$ cat config.mk
export PLATFORM = sky130hd
export DESIGN_NAME = fpu_align_stage
export DESIGN_NICKNAME = d
export VERILOG_FILES = /design/src/rtl/fpu_pkg.sv /design/src/rtl/fpu_unpack.sv /design/src/rtl/fpu_align_stage.sv
export SDC_FILE = /design/constraint.sdc
export NUM_CORES = 1
export LEC_CHECK = 0
export ABC_CLOCK_PERIOD_IN_PS = 2800
export CAP_MARGIN = 25
export CORE_MARGIN = 2
export CORE_UTILIZATION = 45
export CTS_CLUSTER_SIZE = 28
export DETAILED_ROUTE_END_ITERATION = 6
export MAX_ROUTING_LAYER = met4
export PLACE_DENSITY = 0.77
export REMOVE_ABC_BUFFERS = 1
export SLEW_MARGIN = 15
export SYNTH_ARGS = -nofsm -noshare
export SYNTH_HDL_FRONTEND = slang
export SYNTH_SLANG_ARGS = --single-unit
export TNS_END_PERCENT = 30
$ cat constraint.sdc
create_clock -name clk -period 2.8 [get_ports clk]
set_clock_uncertainty 0.1 [all_clocks]
set_input_delay 0.28 -clock clk [delete_from_list [all_inputs] [get_ports clk]]
set_output_delay 0.28 -clock clk [all_outputs]
set_load 0.03 [all_outputs]
$ cat src/rtl/fpu_pkg.sv
// ---------------------------------------------------------------------------
// fpu_pkg
//   Shared constants and types for the FP adder front end.
//   - FP_E_SIZE / FP_M_SIZE : default exponent / mantissa field widths
//   - FP_GRS_W              : guard/round/sticky extension below the LSB
//   - FP_EXP_ONES           : all-ones exponent (Inf/NaN marker)
//   - align_state_t         : alignment stage FSM states
// ---------------------------------------------------------------------------
package fpu_pkg;

  localparam int FP_E_SIZE     = 8;
  localparam int FP_M_SIZE     = 23;
  localparam int FP_TOTAL_SIZE = 1 + FP_E_SIZE + FP_M_SIZE;
  localparam int FP_GRS_W      = 3;
  localparam int FP_SHIFT_STEP = 4;

  localparam logic [FP_E_SIZE-1:0] FP_EXP_ONES = '1;

  typedef enum logic [1:0] {
    IDLE  = 2'd0,
    SHIFT = 2'd1,
    HOLD  = 2'd2
  } align_state_t;

endpackage

$ cat src/rtl/fpu_unpack.sv
// ---------------------------------------------------------------------------
// fpu_unpack (combinational)
//   Splits an operand pair into fields, restores the hidden bit, flags
//   Inf/NaN and orders the pair by exponent.
//   Ports:
//     a, b        in   operands
//     exp_big     out  larger effective exponent (exp==0 counts as 1)
//     diff        out  exponent difference, big minus small
//     sign_big    out  sign of larger-exponent operand
//     sign_small  out  sign of the other operand
//     mant_big    out  {hidden, mant, GRS=0} of larger operand
//     mant_small  out  {hidden, mant, GRS=0} of other operand (unshifted)
//     swap        out  1 when B has the strictly larger exponent
//     special     out  either raw exponent all-ones
// ---------------------------------------------------------------------------
module fpu_unpack
  import fpu_pkg::*;
#(
  parameter int M_SIZE     = FP_M_SIZE,
  parameter int E_SIZE     = FP_E_SIZE,
  parameter int TOTAL_SIZE = 1 + E_SIZE + M_SIZE
) (
  input  logic [TOTAL_SIZE-1:0] a,
  input  logic [TOTAL_SIZE-1:0] b,
  output logic [E_SIZE-1:0]     exp_big,
  output logic [E_SIZE-1:0]     diff,
  output logic                  sign_big,
  output logic                  sign_small,
  output logic [M_SIZE+3:0]     mant_big,
  output logic [M_SIZE+3:0]     mant_small,
  output logic                  swap,
  output logic                  special
);

  logic [E_SIZE-1:0] exp_a_raw, exp_b_raw;
  logic [E_SIZE-1:0] exp_a, exp_b;
  logic [M_SIZE:0]   sig_a, sig_b;

  assign exp_a_raw = a[TOTAL_SIZE-2 -: E_SIZE];
  assign exp_b_raw = b[TOTAL_SIZE-2 -: E_SIZE];

  // Denormals share the scale of exponent 1; only the hidden bit differs.
  assign exp_a = (exp_a_raw == '0) ? E_SIZE'(1) : exp_a_raw;
  assign exp_b = (exp_b_raw == '0) ? E_SIZE'(1) : exp_b_raw;

  assign sig_a = {|exp_a_raw, a[M_SIZE-1:0]};
  assign sig_b = {|exp_b_raw, b[M_SIZE-1:0]};

  // Ties keep A as the big operand.
  assign swap    = (exp_b > exp_a);
  assign special = (&exp_a_raw) | (&exp_b_raw);

  assign exp_big    = swap ? exp_b : exp_a;
  assign diff       = swap ? (exp_b - exp_a) : (exp_a - exp_b);
  assign sign_big   = swap ? b[TOTAL_SIZE-1] : a[TOTAL_SIZE-1];
  assign sign_small = swap ? a[TOTAL_SIZE-1] : b[TOTAL_SIZE-1];
  assign mant_big   = {(swap ? sig_b : sig_a), {FP_GRS_W{1'b0}}};
  assign mant_small = {(swap ? sig_a : sig_b), {FP_GRS_W{1'b0}}};

endmodule

$ cat src/rtl/fpu_align_stage.sv
// ---------------------------------------------------------------------------
// fpu_align_stage
//   Operand alignment ahead of the FP adder. Accepts an operand pair over
//   valid/ready, orders it by exponent and right-shifts the smaller mantissa
//   by the exponent difference, keeping guard/round/sticky bits.
//
//   Build option: define FPU_ALIGN_BARREL_EN to align in the accept cycle
//   with a full barrel shift (latency always 1, SHIFT state never entered,
//   SHIFT_STEP has no effect). Without it the shift runs iteratively,
//   SHIFT_STEP bits per cycle.
//
//   Ports:
//     clk, rst_n        clock, asynchronous active-low reset
//     flush             synchronous abort of the in-flight operation
//     in_valid/in_ready operand pair handshake (in_a, in_b)
//     out_valid/out_ready result handshake
//     out_exp           common (larger) exponent
//     out_sign_big/small signs of big / other operand
//     out_mant_big      {hidden, mant, 000}
//     out_mant_small    aligned {hidden, mant, G, R, S}
//     out_swap          B is the big operand
//     out_special       Inf/NaN present, mantissas left unshifted
//     busy              not idle
// ---------------------------------------------------------------------------
module fpu_align_stage
  import fpu_pkg::*;
#(
  parameter int M_SIZE     = FP_M_SIZE,
  parameter int E_SIZE     = FP_E_SIZE,
  parameter int TOTAL_SIZE = 1 + E_SIZE + M_SIZE,
  parameter int SHIFT_STEP = FP_SHIFT_STEP
) (
  input  logic                  clk,
  input  logic                  rst_n,
  input  logic                  flush,
  input  logic                  in_valid,
  output logic                  in_ready,
  input  logic [TOTAL_SIZE-1:0] in_a,
  input  logic [TOTAL_SIZE-1:0] in_b,
  output logic                  out_valid,
  input  logic                  out_ready,
  output logic [E_SIZE-1:0]     out_exp,
  output logic                  out_sign_big,
  output logic                  out_sign_small,
  output logic [M_SIZE+3:0]     out_mant_big,
  output logic [M_SIZE+3:0]     out_mant_small,
  output logic                  out_swap,
  output logic                  out_special,
  output logic                  busy
);

  localparam int MW = M_SIZE + 4;
  localparam logic [E_SIZE-1:0] STEP  = E_SIZE'(SHIFT_STEP);
  localparam logic [E_SIZE-1:0] MAX_D = E_SIZE'(M_SIZE + 3);

  // Right shift where every bit pushed past the LSB is ORed into bit 0.
  function automatic logic [MW-1:0] sticky_shr(input logic [MW-1:0] m,
                                               input logic [E_SIZE-1:0] amt);
    logic [MW-1:0] r;
    logic          lost;
    r    = m >> amt;
    lost = 1'b0;
    for (int i = 0; i < MW; i++) begin
      if (i < int'(amt)) lost = lost | m[i];
    end
    return {r[MW-1:1], r[0] | lost};
  endfunction

  // Unpacked view of the incoming pair
  logic [E_SIZE-1:0] u_exp_big, u_diff;
  logic              u_sign_big, u_sign_small, u_swap, u_special;
  logic [MW-1:0]     u_mant_big, u_mant_small;

  fpu_unpack #(
    .M_SIZE     (M_SIZE),
    .E_SIZE     (E_SIZE),
    .TOTAL_SIZE (TOTAL_SIZE)
  ) u_unpack (
    .a          (in_a),
    .b          (in_b),
    .exp_big    (u_exp_big),
    .diff       (u_diff),
    .sign_big   (u_sign_big),
    .sign_small (u_sign_small),
    .mant_big   (u_mant_big),
    .mant_small (u_mant_small),
    .swap       (u_swap),
    .special    (u_special)
  );

  align_state_t      state_reg, state_next;
  logic [E_SIZE-1:0] exp_reg, exp_next;
  logic [E_SIZE-1:0] rem_reg, rem_next;
  logic              sign_big_reg, sign_big_next;
  logic              sign_small_reg, sign_small_next;
  logic [MW-1:0]     mant_big_reg, mant_big_next;
  logic [MW-1:0]     mant_small_reg, mant_small_next;
  logic              swap_reg, swap_next;
  logic              special_reg, special_next;

  logic              accept;
  logic              collapse;
  logic [E_SIZE-1:0] amt;

  assign in_ready = (state_reg == IDLE) | ((state_reg == HOLD) & out_ready);
  assign accept   = in_valid & in_ready;
  // Everything would fall below the sticky position: only the OR survives.
  assign collapse = (u_diff > MAX_D);

  always_comb begin
    state_next      = state_reg;
    exp_next        = exp_reg;
    rem_next        = rem_reg;
    sign_big_next   = sign_big_reg;
    sign_small_next = sign_small_reg;
    mant_big_next   = mant_big_reg;
    mant_small_next = mant_small_reg;
    swap_next       = swap_reg;
    special_next    = special_reg;
    amt             = (rem_reg < STEP) ? rem_reg : STEP;

    case (state_reg)
      IDLE: ;
      SHIFT: begin
        mant_small_next = sticky_shr(mant_small_reg, amt);
        rem_next        = rem_reg - amt;
        if (rem_reg == amt) state_next = HOLD;
      end
      HOLD: begin
        if (out_ready && !in_valid) state_next = IDLE;
      end
      default: state_next = IDLE;
    endcase

    // Accept is only possible from IDLE or from HOLD during a handshake,
    // so loading here also covers the back-to-back case.
    if (accept) begin
      exp_next        = u_exp_big;
      sign_big_next   = u_sign_big;
      sign_small_next = u_sign_small;
      mant_big_next   = u_mant_big;
      swap_next       = u_swap;
      special_next    = u_special;
      rem_next        = '0;
      if (u_special) begin
        mant_small_next = u_mant_small;
        state_next      = HOLD;
      end else if (collapse) begin
        mant_small_next = {{(MW-1){1'b0}}, |u_mant_small};
        state_next      = HOLD;
      end else begin
`ifdef FPU_ALIGN_BARREL_EN
        mant_small_next = sticky_shr(u_mant_small, u_diff);
        state_next      = HOLD;
`else
        mant_small_next = u_mant_small;
        rem_next        = u_diff;
        state_next      = (u_diff == '0) ? HOLD : SHIFT;
`endif
      end
    end

    if (flush) state_next = IDLE;
  end

  always_ff @(posedge clk or negedge rst_n) begin
    if (!rst_n) begin
      state_reg      <= IDLE;
      exp_reg        <= '0;
      rem_reg        <= '0;
      sign_big_reg   <= 1'b0;
      sign_small_reg <= 1'b0;
      mant_big_reg   <= '0;
      mant_small_reg <= '0;
      swap_reg       <= 1'b0;
      special_reg    <= 1'b0;
    end else begin
      state_reg      <= state_next;
      exp_reg        <= exp_next;
      rem_reg        <= rem_next;
      sign_big_reg   <= sign_big_next;
      sign_small_reg <= sign_small_next;
      mant_big_reg   <= mant_big_next;
      mant_small_reg <= mant_small_next;
      swap_reg       <= swap_next;
      special_reg    <= special_next;
    end
  end

  assign out_valid      = (state_reg == HOLD);
  assign busy           = (state_reg != IDLE);
  assign out_exp        = exp_reg;
  assign out_sign_big   = sign_big_reg;
  assign out_sign_small = sign_small_reg;
  assign out_mant_big   = mant_big_reg;
  assign out_mant_small = mant_small_reg;
  assign out_swap       = swap_reg;
  assign out_special    = special_reg;

endmodule

==> flow_metrics.py <==
metrics = {
    "sta": {
        "period_share_pct": 111,
        "setup_viol": 32,
        "fin_crit_ps": 3120,
        "report.final.hold_viol_count": 0,
        "final.setup.worst_slack_ps": -321,
        "slew_violations": 0,
        "slew-limit-headroom_pct": 47.9,
        "worstMarginPinSlew_ps": 781,
        "max_freq_ghz": 0.320,
        "rsz0062_at_grt": "true",
    },
    "synth": {
        "synth_ff_type": "dfrtp_1",
        "yosys_warnings": 0,
        "syn-cell-area_mm2": 0.00565,
        "asyncSetResetFlopFracSynth_pct": 100,
        "synthCells": 643,
        "synth-seq-cells": 73,
        "synth-edff-count": 0,
        "post_synth.cell_area_avg_um2": 8.79,
        "post_synthesis_sequential_area_ratio_pct": 32.3,
        "ys_types": 64,
    },
    "cts": {
        "clkSinkCount": 73,
        "cts-root-to-sink-buffers": 2,
        "clk_latency_ps": 340,
        "clk_tree_root_cell": "clkbuf_16",
        "number_of_cts_inserted_buffers": 9,
        "htree_num_levels": 3,
        "tritoncts_clock_tree": "done",
        "clk_pin_slew_worst_paths_ps": 60,
    },
    "power": {
        "leakagePower_nw": 3.61,
        "power_report.internal_total_mw": 3.33,
        "power.density_mw_per_mm2": 679,
        "switching_share_pct": 41.4,
        "power.switching_mw": 2.35,
        "design_power_total_mw": 5.68,
        "power_frac_seq_pct": 27.8,
        "pwr-share-comb_pct": 52.0,
        "clock_power_share_pct": 20.2,
        "vdd_ir_drop_max_mv": 0.381,
    },
    "drt": {
        "detailroute.via_count": 5894,
        "routed_wl_mm": 18.6,
        "drt-vias-per-instance": 5.89,
        "initialDrtViolationCount": 442,
        "wl_per_cell_um": 18.6,
        "drt_first_pass_iters": 5,
        "number_of_nets_with_antenna_violations_after_routing": 0,
        "post-route-drc-count": 0,
    },
    "worst_setup_path": {
        "kind_of_cell_adding_the_most_delay_to_the_critical_path": "simple AND/OR/NAND/NOR gates",
        "biggest_cell_delay_along_the_critical_path_ps": 540,
        "timing.critical_path.cells": "buf_6, or4_4, nor2_4, nor2_4, ha_4, inv_2, fa_2, nand3_4, a21oi_4, o21ai_4, buf_8, mux2i_4, xnor2_2, buf_4, or4_4, nand2b_1, o21a_1",
        "critPathRequiredTime_ps": 2980,
        "setup.worst_path.start_class": "input pin",
        "worst_r2r_endpoint": "out_mant_small[9]",
        "reg2reg_depth": 9,
        "worst-r2r-setup-slack_ps": 200,
        "worst_ep_arrival_time_ps": 3300,
        "path_class": "in2reg",
        "critPathMaxFanout": 5,
        "critical_path_buf_inv_count": 4,
        "cpMaxStageDelayCell": "or4_4",
        "critical_path.endpoint_type": "flip-flop",
        "timing.rr.start": "rem_reg[4]",
    },
    "place": {
        "place_congestion": 0.903,
        "dp_hpwl_mm": 12.5,
        "port_buffers": 134,
        "detailedPlace.worstSlack_ps": -1160,
    },
    "global_route": {
        "global_route.overflow_total": 0,
        "number_of_global_route_vias_before_repair": 5857,
        "wire_length_of_the_first_global_routing_pass_mm": 29.0,
        "overall_routing_resource_usage_pct": 27.9,
        "grt_antenna_before_repair": 0,
        "pin_count_of_the_biggest_net_entering_global_routing": 97,
    },
    "floorplan": {
        "floorplan.rows": 40,
        "design.die.area_mm2": 0.0135,
        "dieHeight_um": 116,
        "floorplan.initialDensity_pct": 46.5,
        "design.portCount": 138,
        "fp.dieW_um": 116,
        "core-area_mm2": 0.0122,
    },
    "hold_path": {
        "min_to": "out_exp[6]",
        "hold_start": "in_a[29]",
        "whs_path_depth": 4,
        "timing.hold.worst.class": "in2reg",
    },
    "run": {
        "max-cap-violations": 0,
    },
    "final_layout": {
        "postLayoutCoreUtil_pct": 68.8,
        "final_nets": 915,
        "n_antenna_cell": 0,
        "layout-area-overhead-vs-synth_pct": 48.1,
        "drive_gt1_share_pct": 25.0,
        "largest_register_ff_count": 27,
    },
    "outcome": {
        "run_status": "complete, but fails checks",
        "violations": "negative setup slack",
    },
}
==> logic make-up after synthesis <==
group	Yosys count	synth area share, %
xor+xnor	5	0.775
mux	87	17.7
compound gates	193	22.4
buf+inv	86	6.68
other cells	2	0.133
fa+ha+maj	18	4.25
flops	73	32.3
simple gates	179	15.8
==> power by group through the flow <==
stage | sequential (mW) | combinational, mW | clock, mW
floorplan | 1.98 | 1.13 | 0
global placement | 1.57 | 2.62 | 0
detailed placement | 1.58 | 2.67 | 0
CTS | 1.57 | 2.85 | 1.17
global route | 1.61 | 3.15 | 1.21
finish | 1.58 | 2.96 | 1.15
==> worst register-to-register path: cells and delay by family (launching register included) <==
kind | cells | cell delay (ps)
compound gates | 2 | 410
flops | 1 | 410
buf+inv | 2 | 530
simple gates | 3 | 720
mux | 2 | 300
==> what timing repair did <==
item                       in CTS  in global routing
hold endpoints to repair        0                 27
hold buffers                    0                  1
pin swaps                      30                 19
gates resized for setup       104                 25
setup endpoints to repair      67                 63
gates cloned                    2                  1
buffers inserted               14                  3
==> metal layers <==
layer | vias to the layer above | track usage (%) | wire, um
met5 | - | - | 0
met4 | 0 | 12.8 | 620
met3 | 64 | 5.39 | 1410
met2 | 273 | 45.2 | 9180
met1 | 2821 | 33.9 | 7340
li1 | 2736 | - | -
==> cells in the mapped netlist, drive strengths merged (12+ instances only) <==
library cell  number  area, um2
nor3              22        115
a211oi            28        260
mux2i             75        751
nor2              37        139
o21ai             70        365
clkbuf            41        154
nor4              12       90.1
dfrtp             73       1830
ha                16        200
a21oi             49        264
nand2             59        224
buf               22        138
inv               23       86.3
==> area by class of cell <==
cell class,count,area [um2]
Clock inverter,2,38.8
Timing Repair Buffer,235,2210
Multi-Input combinational cell,486,3750
Sequential cell,73,1830
Fill cell,920,3790
Tap cell,168,210
Clock buffer,13,250
Inverter,23,86.3
==> metrics by stage <==
step,cells,area (um2),TNS (ps),hold slack (ps)
2_1_floorplan,582,5370,-85640,-116
3_3_place_gp,965,7570,-48520,361
3_5_place_dp,965,7570,-59180,371
4_1_cts,995,8170,-7390,29.9
5_1_grt,1000,8370,-10520,294
6_report,1000,8370,-7900,273
==> how the worst max path moves through the flow <==
stage	depth (start not counted)	endpoint	slack, ps	start
6_report	17	state_reg[1]	-320	in_b[24]
5_1_grt	17	state_reg[1]	-380	in_b[24]
4_1_cts	17	state_reg[0]	-280	in_a[29]
3_5_place_dp	17	out_mant_small[4]	-1160	in_a[28]
3_3_place_gp	17	out_mant_small[24]	-960	in_a[28]
2_1_floorplan	14	out_mant_small[24]	-1800	in_a[24]
==> cells in the final DEF, fill, tap and decap left out, types with 4 or more instances in the layout <==
cell / Yosys / routed
clkdlybuf4s50_1: 0 / 117
inv_1: 23 / 19
nand2_1: 58 / 57
inv_2: 0 / 4
o21ai_0: 68 / 67
buf_2: 8 / 7
conb_1: 2 / 4
nor3_1: 21 / 20
mux2i_1: 75 / 71
nand4_1: 10 / 10
buf_6: 3 / 7
buf_12: 0 / 5
o31ai_1: 9 / 6
a21o_1: 7 / 7
clkbuf_16: 0 / 10
a211oi_2: 10 / 17
buf_4: 6 / 90
dfrtp_1: 73 / 73
a211oi_1: 18 / 10
nand2b_1: 6 / 5
nand3b_1: 4 / 4
mux4_2: 10 / 10
nor2_1: 37 / 35
a21oi_1: 46 / 45
nor4_1: 11 / 9
ha_1: 16 / 14
Power figures use the tool's default switching activity.
